### config.mk
export PLATFORM = sky130hd
export DESIGN_NAME = sm_controller
export DESIGN_NICKNAME = d
export VERILOG_FILES = /design/src/rtl/sm_controller.sv
export SDC_FILE = /design/constraint.sdc
export NUM_CORES = 1
export LEC_CHECK = 0
export BUFFER_PORTS_ARGS = -buffer_cell sky130_fd_sc_hd__buf_2
export CAP_MARGIN = 10
export CORE_AREA = 5 5 42 44
export DETAILED_ROUTE_END_ITERATION = 7
export DIE_AREA = 0 0 47 49
export PLACE_DENSITY = 0.67
export SKIP_CTS_REPAIR_TIMING = 1
export SLEW_MARGIN = 20
export SYNTH_ARGS = -nofsm -noshare
export SYNTH_HDL_FRONTEND = slang
export SYNTH_SLANG_ARGS = --single-unit
### constraint.sdc
create_clock -name clk_i -period 1.49 [get_ports clk_i]
set_clock_uncertainty 0.15 [all_clocks]
set_input_delay 0 -clock clk_i [delete_from_list [all_inputs] [get_ports clk_i]]
set_output_delay 0 -clock clk_i [all_outputs]
set_load 0.03 [all_outputs]
### src/rtl/sm_controller.sv
// sm_controller: add/shift sequencer for the N_BITS sequential multiplier datapath.
//
// Ports:
//   clk_i      rising-edge clock
//   rst_ni     asynchronous active-low reset
//   start_i    multiply request, sampled only while idle
//   mr_i       multiplier register read back from the datapath
//   mdld_o     load multiplicand register
//   mrld_o     load multiplier register
//   rsclear_o  clear running sum
//   rsload_o   add multiplicand into the running sum upper half
//   rsshr_o    shift running sum right one bit
//   busy_o     high in every non-idle state
//   done_o     one-cycle pulse, product valid on the datapath
//   bitidx_o   multiplier bit currently being processed
module sm_controller #(
    parameter int N_BITS    = 4,
    parameter bit SKIP_ZERO = 1'b0,
    localparam int IW       = (N_BITS > 1) ? $clog2(N_BITS) : 1
) (
    input  logic              clk_i,
    input  logic              rst_ni,
    input  logic              start_i,
    input  logic [N_BITS-1:0] mr_i,
    output logic              mdld_o,
    output logic              mrld_o,
    output logic              rsclear_o,
    output logic              rsload_o,
    output logic              rsshr_o,
    output logic              busy_o,
    output logic              done_o,
    output logic [IW-1:0]     bitidx_o
);
    typedef enum logic [2:0] {IDLE, LOAD, ADD, SHIFT, DONE} state_e;
    state_e        state_q;
    logic [IW-1:0] bitidx_q;
    logic [IW-1:0] idx_inc;
    logic          ld_q;
    logic          rsshr_q;
    logic          busy_q;
    logic          done_q;
    assign idx_inc = bitidx_q + IW'(1);
    always_ff @(posedge clk_i or negedge rst_ni) begin
        if (!rst_ni) begin
            state_q  <= IDLE;
            bitidx_q <= '0;
            ld_q     <= 1'b0;
            rsshr_q  <= 1'b0;
            busy_q   <= 1'b0;
            done_q   <= 1'b0;
        end else begin
            case (state_q)
                IDLE: if (start_i) begin
                    state_q  <= LOAD;
                    ld_q     <= 1'b1;
                    busy_q   <= 1'b1;
                    bitidx_q <= '0;
                end
                LOAD: begin
                    state_q <= ADD;
                    ld_q    <= 1'b0;
                end
                ADD: begin
                    state_q <= SHIFT;
                    rsshr_q <= 1'b1;
                end
                SHIFT: if (bitidx_q == IW'(N_BITS - 1)) begin
                    state_q <= DONE;
                    rsshr_q <= 1'b0;
                    done_q  <= 1'b1;
                end else begin
                    bitidx_q <= idx_inc;
                    // a zero next bit in skip mode needs no add: keep shifting
                    if (!(SKIP_ZERO && !mr_i[idx_inc])) begin
                        state_q <= ADD;
                        rsshr_q <= 1'b0;
                    end
                end
                DONE: begin
                    state_q <= IDLE;
                    done_q  <= 1'b0;
                    busy_q  <= 1'b0;
                end
                default: state_q <= IDLE;
            endcase
        end
    end
    // mr is only valid after the LOAD edge, so the add strobe is decoded
    // from the registered ADD state rather than registered itself
    assign rsload_o  = (state_q == ADD) && mr_i[bitidx_q];
    assign rsshr_o   = rsshr_q;
    assign mdld_o    = ld_q;
    assign mrld_o    = ld_q;
    assign rsclear_o = ld_q;
    assign busy_o    = busy_q;
    assign done_o    = done_q;
    assign bitidx_o  = bitidx_q;
endmodule

## Yosys cells after proc, flatten, opt, wreduce, memory -nomap -nowiden

Cells that the tools add are included.

| storage, ports and cells | value |
|---|---|
| bits in registers | 9 |
| logic and storage cells | 41 |
| output and inout port bits | 9 |

| cells by class | value |
|---|---|
| equality and inequality tests | 8 |
| $add $sub $neg | 1 |
| magnitude comparators | 1 |
| muxes and demuxes | 14 |
| reduce and logical (&&, ||, !) cells | 11 |

Operators by type and width:

| operator | number |
|---|---|
| 3-bit one-hot mux with 4 select lines | 1 |
| 2-bit nonzero test | 5 |
| 1-bit one-hot mux with 2 select lines | 4 |
| 3-bit by 2-bit == test with 1-bit output (second input constant) | 2 |
| 3-bit two-way mux | 2 |
| 2-bit inequality test (second input constant) | 3 |
| 2-bit AND reduction | 3 |
| 2-bit two-way mux | 2 |
| 2-bit one-hot mux with 2 select lines | 1 |
| 3-bit by 1-bit == test with 1-bit output (second input constant) | 1 |
| 3-bit == test (second input constant) | 1 |
| 3-bit logical NOT | 1 |
| 2-bit by 3-bit < comparator with 1-bit output (second input constant) | 1 |
| 1-bit two-way mux | 3 |
| 3-bit AND reduction | 1 |
| 2-bit by 1-bit adder with 2-bit output (second input constant) | 1 |
| 1-bit binary-select mux with 2-bit select | 1 |
| 2-bit == test (second input constant) | 1 |
| 1-bit logical AND | 1 |

## Longest topological paths before layout

Gate-level depths: netlist of the first run.

| logic depth | value |
|---|---|
| depth after elaboration | 3 |
| gate-level depth with buffers | 4 |
| gate-level depth less buffers | 4 |

## Worst setup path after synthesis of the first run

OpenSTA, ideal clock, no wires.

| path | value |
|---|---|
| kind | flip-flop to flip-flop |
| from | reg bitidx_q[0], in the netlist bitidx_o[0] |
| to | reg bitidx_q[1], in the netlist bitidx_o[1] |
| period minus slack after synthesis | 1.649 ns |
| library setup time | 0.128 ns |
| path buffers | 0 |
| slack | -0.159 ns |
| cell stages (with the launch flop) | 5 |
| data required time | 1.212 ns |
| data arrival time | 1.372 ns |
| cell sequence | dfrtp_1 > ha_1 > nor2_2 > a31oi_1 > mux2_1 |

| on the way | value |
|---|---|
| longest elaborated chain between the ends | 3 |
| elaborated cells between the ends (all ways) | 6 |

Ends and longest elaborated chain:

| element | line | source |
|---|---|---|
| start, declared | 36 | `logic [IW-1:0] bitidx_q;` |
| start signal, assigned | 72 | `bitidx_q <= idx_inc;` |
| 2-bit by 1-bit adder with 2-bit output / 2-bit == test (equally long branches) | 42, 67 |  |
| 2-bit two-way mux / 2-bit inequality test (equally long branches) | n/a |  |
| 2-bit one-hot mux with 2 select lines / 3-bit AND reduction (equally long branches) | n/a |  |

Parallel ways exist; a longest one is shown, timed or not. The select of a mux whose other input is x is not followed.
A chain may end at the register's enable or synchronous reset.

## Worst setup path after layout of the first run

| path | value |
|---|---|
| from | reg bitidx_q[0], in the netlist bitidx_o[0] |
| to | out rsload_o |

| on the way | value |
|---|---|
| longest elaborated chain between the ends | 3 |

Ends and longest elaborated chain:

| element | line | source |
|---|---|---|
| 1-bit binary-select mux with 2-bit select | 90 | `assign rsload_o = (state_q == ADD) && mr_i[bitidx_q];` |
| 1-bit two-way mux (implied by the code) | 90 |  |
| 1-bit logical AND | 90 |  |
| end, declared | 28 | `output logic rsload_o,` |

No other way between the ends. The select of a mux whose other input is x is not followed.

==> metrics.txt, run 1 <==
commonest non-fill, non-tap cell in the layout=buf_2; vias per cell=5.25; Reg-to-Reg End=bitidx_o[1]$_DFFE_PN0P_; CP required=1.34 ns; Final Max Tran Viols=0; TNS Setup=-0.209 ns; first-pass GRT wire length=1.69 mm; Die Wd=47 um; post-route setup slack=-0.132 ns; IO Pins=16; MaxCap Viol Count=0; Pre-antenna DRT Iters=4; placed cell area=583 um^2; Max Freq=616 MHz; Lkg Pwr=0.312 nW; Die H=49 um; Post-Syn Instances=45; slew margin rel.=71.7%; class of the most critical setup path=reg -> out; total power=1.44 mW; RePlAce Congestion=0.754; antenna violations before repair=0; Avg Cell Area, Syn=10.8 um^2; vias in the first global route=411; CTS buffer count=3; Mapped Area=487 um^2; Critical path origin=bitidx_o[0]$_DFFE_PN0P_; RSZ-0062 raised after global routing=yes; cell count of the worst reg-to-reg path=5; Root Buffer=clkbuf_4; warnings from Yosys=0; drt wl/cell=12.4 um; Final Critical Period=1.62 ns; CTS tree=built; DR DRC count=0; critical path peak fanout=5; Finished Cell Area=667 um^2; share of cells above drive strength 1=46.3%; Rows=14; Starting DRT DRC Count=11; largest net degree at the start of global routing=12; post-synth net total=53; final net count=76; register area share after synthesis=46.3%; Pwr Density=2160 nW/um^2; final hold viol count=0; Worst EP arrival=1.47 ns; worst hold path class=reg -> reg; Antenna Violating Nets Remaining=0; Clock Pin Slew Worst Setup and Hold Paths=0.06 ns; crit path to=rsload_o; dpl hpwl=800 um; CTS Sinks=9; Die ar.=2300 um^2; DRT Wirelength=1.03 mm; core area=1400 um^2; R2R setup slack=-0.08 ns; startpoint types=flop; Final Cycle Share=109%; endpoint class of the critical path=primary output; Tot GR Track Use=10.2%; clock latency at the later pin of the worst-skew pair=0.26 ns; CTS Buffer Depth=2; reg2reg start=bitidx_o[0]$_DFFE_PN0P_; Area Growth Syn to Fin=37.0%; peak supply drop=0.975 mV; commonest non-fill, non-tap cells in the layout=buf_2 (14), dfrtp_1 (7), buf_4 (5); Setup Viol. Count Final=2; Port Buffers=15; H-tree Lvls=1; failing checks=setup timing; gr ovfl total=0; Starting Density=34.7%; status=finished with violations; Ant. Diodes=0; FF+latch count, synth=9; Worst-Margin Slew=0.423 ns; DR vias=436; Unique masters post-synth=24
## registers in the layout, indices dropped and copies added, names as in the netlist
signal / cells
state_q: 3
done_o: 1
busy_o: 1
rsshr_o: 1
bitidx_o: 2
mdld_o: 1
## synthesized netlist by cell type (all sizes together)
master	n	area, um^2
a21oi	2	10.0
o21a	1	7.51
nand4	1	6.26
dfrtp	9	225
nand2	2	7.51
buf	5	36.3
nor3b	1	7.51
a21boi	1	7.51
o21ai	3	15.0
o211a	1	10.0
nor4b	1	23.8
nor2	3	13.8
nand2b	1	6.26
a21o	1	7.51
nor3	1	5.00
inv	2	7.51
ha	1	12.5
and3	3	18.8
mux2	1	11.3
mux4	1	22.5
a31oi	4	25.0
## power by group
group	internal, mW	switching (mW)
combinational	0.365	0.445
clock	0.0990	0.0867
sequential	0.337	0.108
total	0.801	0.641
## cell families after synthesis
family                     after synthesis  synth area share [%]
adders and majority gates                1                  2.57
AOI/OAI and AO/OA                       13                  17.0
muxes                                    2                  6.94
DFF                                      9                  46.3
and+or+nand+nor                         13                  18.3
buffers and inverters                    7                  9.00
## routing by layer
layer  up-vias  track usage, %  wire length, um
li1        208               -                -
met1       211            13.2              431
met2        17            13.8              513
met3         0            5.54               86
met4         0            4.15                0
met5         -               0                0
## worst max-delay path, cell delays in order, from the launching register on
cell	delay, ns
dfrtp_2	0.41
mux4_2	0.50
and3_4	0.18
buf_6	0.13
## metrics by stage
step | cells | hold slack (ns) | util, % | setup slack, ns
floorplan | 45 | -0.446 | - | 0.00920
CTS | 78 | -0.574 | 43.6 | -0.212
global placement | 74 | -0.289 | 41.6 | 0.0727
detailed placement | 74 | -0.285 | 41.6 | 0.0359
global route | 83 | 0.372 | 47.6 | -0.190
finish | 83 | 0.328 | 47.6 | -0.132
## cell type report
| class | count | area (um^2) |
|---|---|---|
| well taps | 16 | 20.0 |
| inverters | 2 | 7.51 |
| clock buffers | 3 | 22.5 |
| repair buffers | 23 | 149 |
| clock inverters | 1 | 5.00 |
| flip-flops and latches | 9 | 228 |
| fillers | 147 | 734 |
| multi-input cells | 29 | 235 |
## worst min path at each step
stage	from	to	slack (ns)	cells past startpoint
floorplan	rst_ni	bitidx_o[0]$_DFFE_PN0P_	-0.45	0
global placement	rst_ni	busy_o$_DFFE_PN0P_	-0.29	1
finish	rsshr_o$_DFFE_PN0P_	rsshr_o$_DFFE_PN0P_	0.33	2
global route	rsshr_o$_DFFE_PN0P_	rsshr_o$_DFFE_PN0P_	0.37	2
CTS	rst_ni	busy_o$_DFFE_PN0P_	-0.57	1
detailed placement	rst_ni	busy_o$_DFFE_PN0P_	-0.28	1
Note: power is estimated with default switching activity, not from simulation.
==> run 2: changes to the inputs <==
--- a/config.mk
+++ b/config.mk
@@ -5,12 +5,12 @@
 export SDC_FILE = /design/constraint.sdc
 export NUM_CORES = 1
 export LEC_CHECK = 0
-export BUFFER_PORTS_ARGS = -buffer_cell sky130_fd_sc_hd__buf_2
 export CAP_MARGIN = 10
 export CORE_AREA = 5 5 42 44
 export DETAILED_ROUTE_END_ITERATION = 7
 export DIE_AREA = 0 0 47 49
-export PLACE_DENSITY = 0.67
+export DONT_BUFFER_PORTS = 1
+export PLACE_DENSITY = 0.56
 export SKIP_CTS_REPAIR_TIMING = 1
 export SLEW_MARGIN = 20
 export SYNTH_ARGS = -nofsm -noshare
==> run 2 against run 1 <==
Compared with the run above: the run still ends with setup timing left; final area shrank 8.4%; non-clock buffer count shrank 13; register-to-register slack gained 0.05 ns; fmax grew 5.8%; clock power is essentially flat; setup slack gained 0.089 ns; wire length grew 1.6%; count of clock-buffer cells in the layout grew 1; sequential share of layout area grew 3.1 points; via count shrank 13%; critical path type unchanged; largest cell class unchanged; largest power group unchanged.
==> metrics.txt, run 2 (synthesized netlist as in run 1, its figures left out) <==
post-route setup slack=-0.0436 ns (+0.0888 ns); vias in the first global route=376 (-8.5%); Pwr Density=2280 nW/um^2 (+5.5%); Ant. Diodes=0 (unchanged); Clock Pin Slew Worst Setup and Hold Paths=0.06 ns (about the same); DR vias=380 (-13%); status=finished with violations; Starting Density=34.7% (unchanged); gr ovfl total=0 (unchanged); Slowest-stage cell, CP=mux4_2; crit-path max cell delay=0.50 ns (about the same); total power=1.39 mW (-3.4%); IO Pins=16 (unchanged); WP buf/inv=0 (-1); worst hold path class=in -> reg; Antenna Violating Nets Remaining=0 (unchanged); Area Growth Syn to Fin=25.4%; antenna violations before repair=0 (unchanged); final net count=63 (-17%); CTS Buffer Depth=2 (unchanged); Final Max Tran Viols=0 (unchanged); endpoint class of the critical path=primary output; RSZ-0062 raised after global routing=yes; largest net degree at the start of global routing=12 (unchanged); final hold viol count=0 (unchanged); Final Cycle Share=103% (-6.0 points); Worst EP arrival=1.38 ns (-0.09 ns); Starting DRT DRC Count=7 (-4); Largest Register=state_q; Setup Viol. Count Final=2 (unchanged); Die H=49 um (unchanged); Finished Cell Area=611 um^2 (-8.4%); dpl hpwl=803 um (+0.31%); startpoint types=flop; MaxCap Viol Count=0 (unchanged); slew margin rel.=71.2% (-0.51 points); DRT Wirelength=1.05 mm (+1.6%); H-tree Lvls=1 (unchanged); CTS buffer count=3 (unchanged); failing checks=setup timing; Rows=14 (unchanged); clock latency at the later pin of the worst-skew pair=0.26 ns (about the same); commonest non-fill, non-tap cell in the layout=dfrtp_1; Tot GR Track Use=9.80% (-0.38 points); CTS Sinks=9 (unchanged); first-pass GRT wire length=1.66 mm (-2.0%); RePlAce Congestion=0.809 (+7.4%); delay-heaviest family, CP=multiplexers; commonest non-fill, non-tap cells in the layout=dfrtp_1 (7), buf_4 (6), a31oi_1 (4); vias per cell=5.43 (+3.3%); CP cell instances=mux4_2 > and3_4; peak supply drop=0.837 mV (-14%); Worst-Margin Slew=0.431 ns (+0.00766 ns); Max Freq=652 MHz (+5.8%); Pre-antenna DRT Iters=5 (+1); CP required=1.34 ns (about the same); R2R setup slack=-0.03 ns (+0.05 ns); Port Buffers=0 (-15); max FFs per register=3 (unchanged); DR DRC count=0 (unchanged); Lkg Pwr=0.264 nW (-15%); class of the most critical setup path=reg -> out; Root Buffer=clkbuf_4; drt wl/cell=15.0 um (+21%); Final Core Density=43.6% (-4.0 points); critical path peak fanout=4 (-1); Final Critical Period=1.53 ns (-0.0888 ns); core area=1400 um^2 (unchanged); Die Wd=47 um (unchanged); Die ar.=2300 um^2 (unchanged); CTS tree=built; placed cell area=531 um^2 (-9.0%); share of cells above drive strength 1=33.3% (-13 points)
run 2: final timing paths:
path | startpoint | to | cells past startpoint
max in group asynchronous | rst_ni | bitidx_o[0]$_DFFE_PN0P_ | 2
min in group asynchronous | rst_ni | busy_o$_DFFE_PN0P_ | 2
max | bitidx_o[0]$_DFFE_PN0P_ | rsload_o | 2
max reg2reg | bitidx_o[0]$_DFFE_PN0P_ | bitidx_o[1]$_DFFE_PN0P_ | 5
min | start_i | bitidx_o[1]$_DFFE_PN0P_ | 3
min reg2reg | mdld_o$_DFFE_PN0P_ | mdld_o$_DFFE_PN0P_ | 2
run 2: layer usage:
layer	vias to the layer above	wire length (um)	track usage [%]
li1	180	-	-
met1	189	428	10.6
met2	9	561	15.2
met3	2	46	4.80
met4	0	11	5.07
met5	-	0	0
run 2: area by class of cell:
class / count / area (um^2)
fill: 131 / 791
timing repair buffer: 10 / 86.3
multi-input combinational: 29 / 243
clock buffer: 4 / 26.3
sequential: 9 / 228
tap: 16 / 20.0
inverter: 2 / 7.51
run 2: worst reg2reg max path: cells and delay by family, from the launching register on:
family                   cells  cell delay, ns
multiplexers                 1            0.32
adder cells (fa/ha/maj)      1            0.17
AO/OA/AOI/OAI                1            0.10
flip-flops                   1            0.43
buffers and inverters        1            0.14
AND/OR/NAND/NOR              1            0.10
run 2: report_power, final:
group          total, mW  internal [mW]  switching [mW]
Clock              0.189          0.103          0.0854
Combinational      0.729          0.317           0.412
Sequential         0.474          0.337           0.138
run 2: stage by stage:
step	hold WS, ns	setup TNS (ns)	setup slack, ns	instances
floorplan	-0.446	0	0.00920	45
finish	0.0447	-0.0761	-0.0436	70
CTS	-0.731	-0.170	-0.170	66
global route	0.0561	-0.168	-0.0929	70
detailed placement	-0.445	0	0.0198	62
global placement	-0.445	0	0.0739	62
==> run 3: changes to the inputs <==
--- a/config.mk
+++ b/config.mk
@@ -6,11 +6,14 @@
 export NUM_CORES = 1
 export LEC_CHECK = 0
 export CAP_MARGIN = 10
+export CELL_PAD_IN_SITES_DETAIL_PLACEMENT = 0
+export CELL_PAD_IN_SITES_GLOBAL_PLACEMENT = 1
 export CORE_AREA = 5 5 42 44
+export CTS_BUF_LIST = sky130_fd_sc_hd__clkbuf_2
 export DETAILED_ROUTE_END_ITERATION = 7
 export DIE_AREA = 0 0 47 49
 export DONT_BUFFER_PORTS = 1
-export PLACE_DENSITY = 0.56
+export PLACE_DENSITY = 0.69
 export SKIP_CTS_REPAIR_TIMING = 1
 export SLEW_MARGIN = 20
 export SYNTH_ARGS = -nofsm -noshare
==> run 3 against run 2 <==
Compared with the run above: the run still ends with setup timing left; sequential power increased by 3%; count of clock-buffer cells in the layout is the same; final area unchanged; fmax fell by 0.82%; global-route usage grew 1.4 points; register-to-register slack worse by 0.02 ns; power decreased by 0.21%; largest power group unchanged.
==> metrics.txt, run 3 (synthesized netlist as in run 1, its figures left out) <==
filler cell count=145 (+11%); Tot GR Track Use=11.2% (+1.4 points); status=finished with violations; Ant. Diodes=0 (unchanged); Setup Viol. Count Final=2 (unchanged); Finished Cell Area=611 um^2 (unchanged); Root Buffer=clkbuf_2; Die Wd=47 um (unchanged); vias per cell=5.61 (+3.3%); Port Buffers=0 (unchanged); drt wl/cell=16.0 um (+7.1%); Rows=14 (unchanged); DRT Wirelength=1.14 mm (+8.6%); MaxCap Viol Count=0 (unchanged); dpl hpwl=850 um (+5.9%); vias in the first global route=373 (-0.80%); placed cell area=538 um^2 (+1.4%); Final Max Tran Viols=0 (unchanged); first-pass GRT wire length=1.77 mm (+6.6%); final net count=64 (+1.6%); peak supply drop=0.898 mV (+7.3%); WHS=0.0137 ns (-0.0310 ns); RePlAce Congestion=0.832 (+2.8%); DR DRC count=0 (unchanged); total power=1.39 mW (-0.21%); IO Pins=16 (unchanged); largest net degree at the start of global routing=12 (unchanged); Pwr Density=2270 nW/um^2 (-0.21%); Area Growth Syn to Fin=25.4% (unchanged); H-tree Lvls=1 (unchanged); post-route setup slack=-0.0563 ns (-0.0128 ns); share of cells above drive strength 1=40.0% (+6.7 points); CTS Buffer Depth=2 (unchanged); RSZ-0062 raised after global routing=yes; commonest non-fill, non-tap cells in the layout=buf_4 (8), dfrtp_1 (5), a31oi_1 (4), dfrtp_2 (4), clkbuf_2 (4); Pre-antenna DRT Iters=2 (-3); TNS Setup=-0.106 ns (-0.0298 ns); Final Critical Period=1.55 ns (+0.0128 ns); CTS tree=built; Die ar.=2300 um^2 (unchanged); Starting DRT DRC Count=16 (+9); Final Cycle Share=104% (+0.86 points); Final Core Density=43.6% (unchanged); Clock Pin Slew Worst Setup and Hold Paths=0.10 ns (+0.04 ns); worst slack, placed=-0.0211 ns (-0.0409 ns); failing checks=setup timing; CTS Sinks=9 (unchanged); final hold viol count=0 (unchanged); critical path peak fanout=4 (unchanged); class of the most critical setup path=reg -> out; antenna violations before repair=0 (unchanged); CTS buffer count=3 (unchanged); slew margin rel.=72.5% (+1.3 points); Cell Count, Final, Fillers Out=71 (+1.4%); Lkg Pwr=0.267 nW (+0.96%); Worst EP arrival=1.40 ns (+0.02 ns); startpoint types=flop; Worst-Margin Slew=0.411 ns (-0.0201 ns); placed cells=63 (+1.6%); CP required=1.34 ns (about the same); core area=1400 um^2 (unchanged); Max Freq=647 MHz (-0.82%); commonest non-fill, non-tap cell in the layout=buf_4; gr ovfl total=0 (unchanged); Starting Density=34.7% (unchanged); clock latency at the later pin of the worst-skew pair=0.27 ns (about the same); max FFs per register=3 (unchanged); DR vias=398 (+4.7%); Antenna Violating Nets Remaining=0 (unchanged); Die H=49 um (unchanged); Largest Register=state_q; worst hold path class=in -> reg; endpoint class of the critical path=primary output
## run 3: changes by cell type in the layout (fill, tap and decap cells not counted), sizes merged
cell	previous run	this run
buf	7	8
## run 3: power by group
part           total [mW]  internal, mW  switching, mW
sequential          0.490         0.340          0.150
clock               0.166        0.0712         0.0947
combinational       0.733         0.326          0.407
total                1.39         0.737          0.651
## run 3: worst paths after layout
kind                                              start                       to  slack, ns  cells past startpoint
worst max register to register  bitidx_o[0]$_DFFE_PN0P_  bitidx_o[1]$_DFFE_PN0P_      -0.05                      5
worst min register to register       mdld_o$_DFFE_PN0P_       mdld_o$_DFFE_PN0P_       0.42                      2
max in group asynchronous                        rst_ni   state_q[0]$_DFFE_PN0P_       0.40                      2
worst max-delay path            bitidx_o[0]$_DFFE_PN0P_                 rsload_o      -0.06                      2
min in group asynchronous                        rst_ni       mdld_o$_DFFE_PN0P_       0.47                      2
worst min-delay path                            start_i  bitidx_o[1]$_DFFE_PN0P_       0.01                      3
## run 3: final cells by class
cell class | instances | area (um^2) | share of cell area (%)
Inverter | 2 | 7.51 | 1.23
Multi-Input combinational cell | 29 | 243 | 39.8
Clock buffer | 4 | 20.0 | 3.28
Timing Repair Buffer | 11 | 90.1 | 14.8
Sequential cell | 9 | 230 | 37.7
Tap cell | 16 | 20.0 | 3.28
## run 3: routing by layer
metal	vias to the layer above	routed length, um	part of all wire [%]	track usage (%)
li1	180	-	-	-
met1	206	465	41	13.4
met2	9	590	52	16.5
met3	3	54	4.7	3.69
met4	0	28	2.5	6.91
met5	-	0	0	0
## run 3: critical path: stages, from the launching register on
cell,delay [ns]
dfrtp_2,0.42
mux4_2,0.49
and3_4,0.22
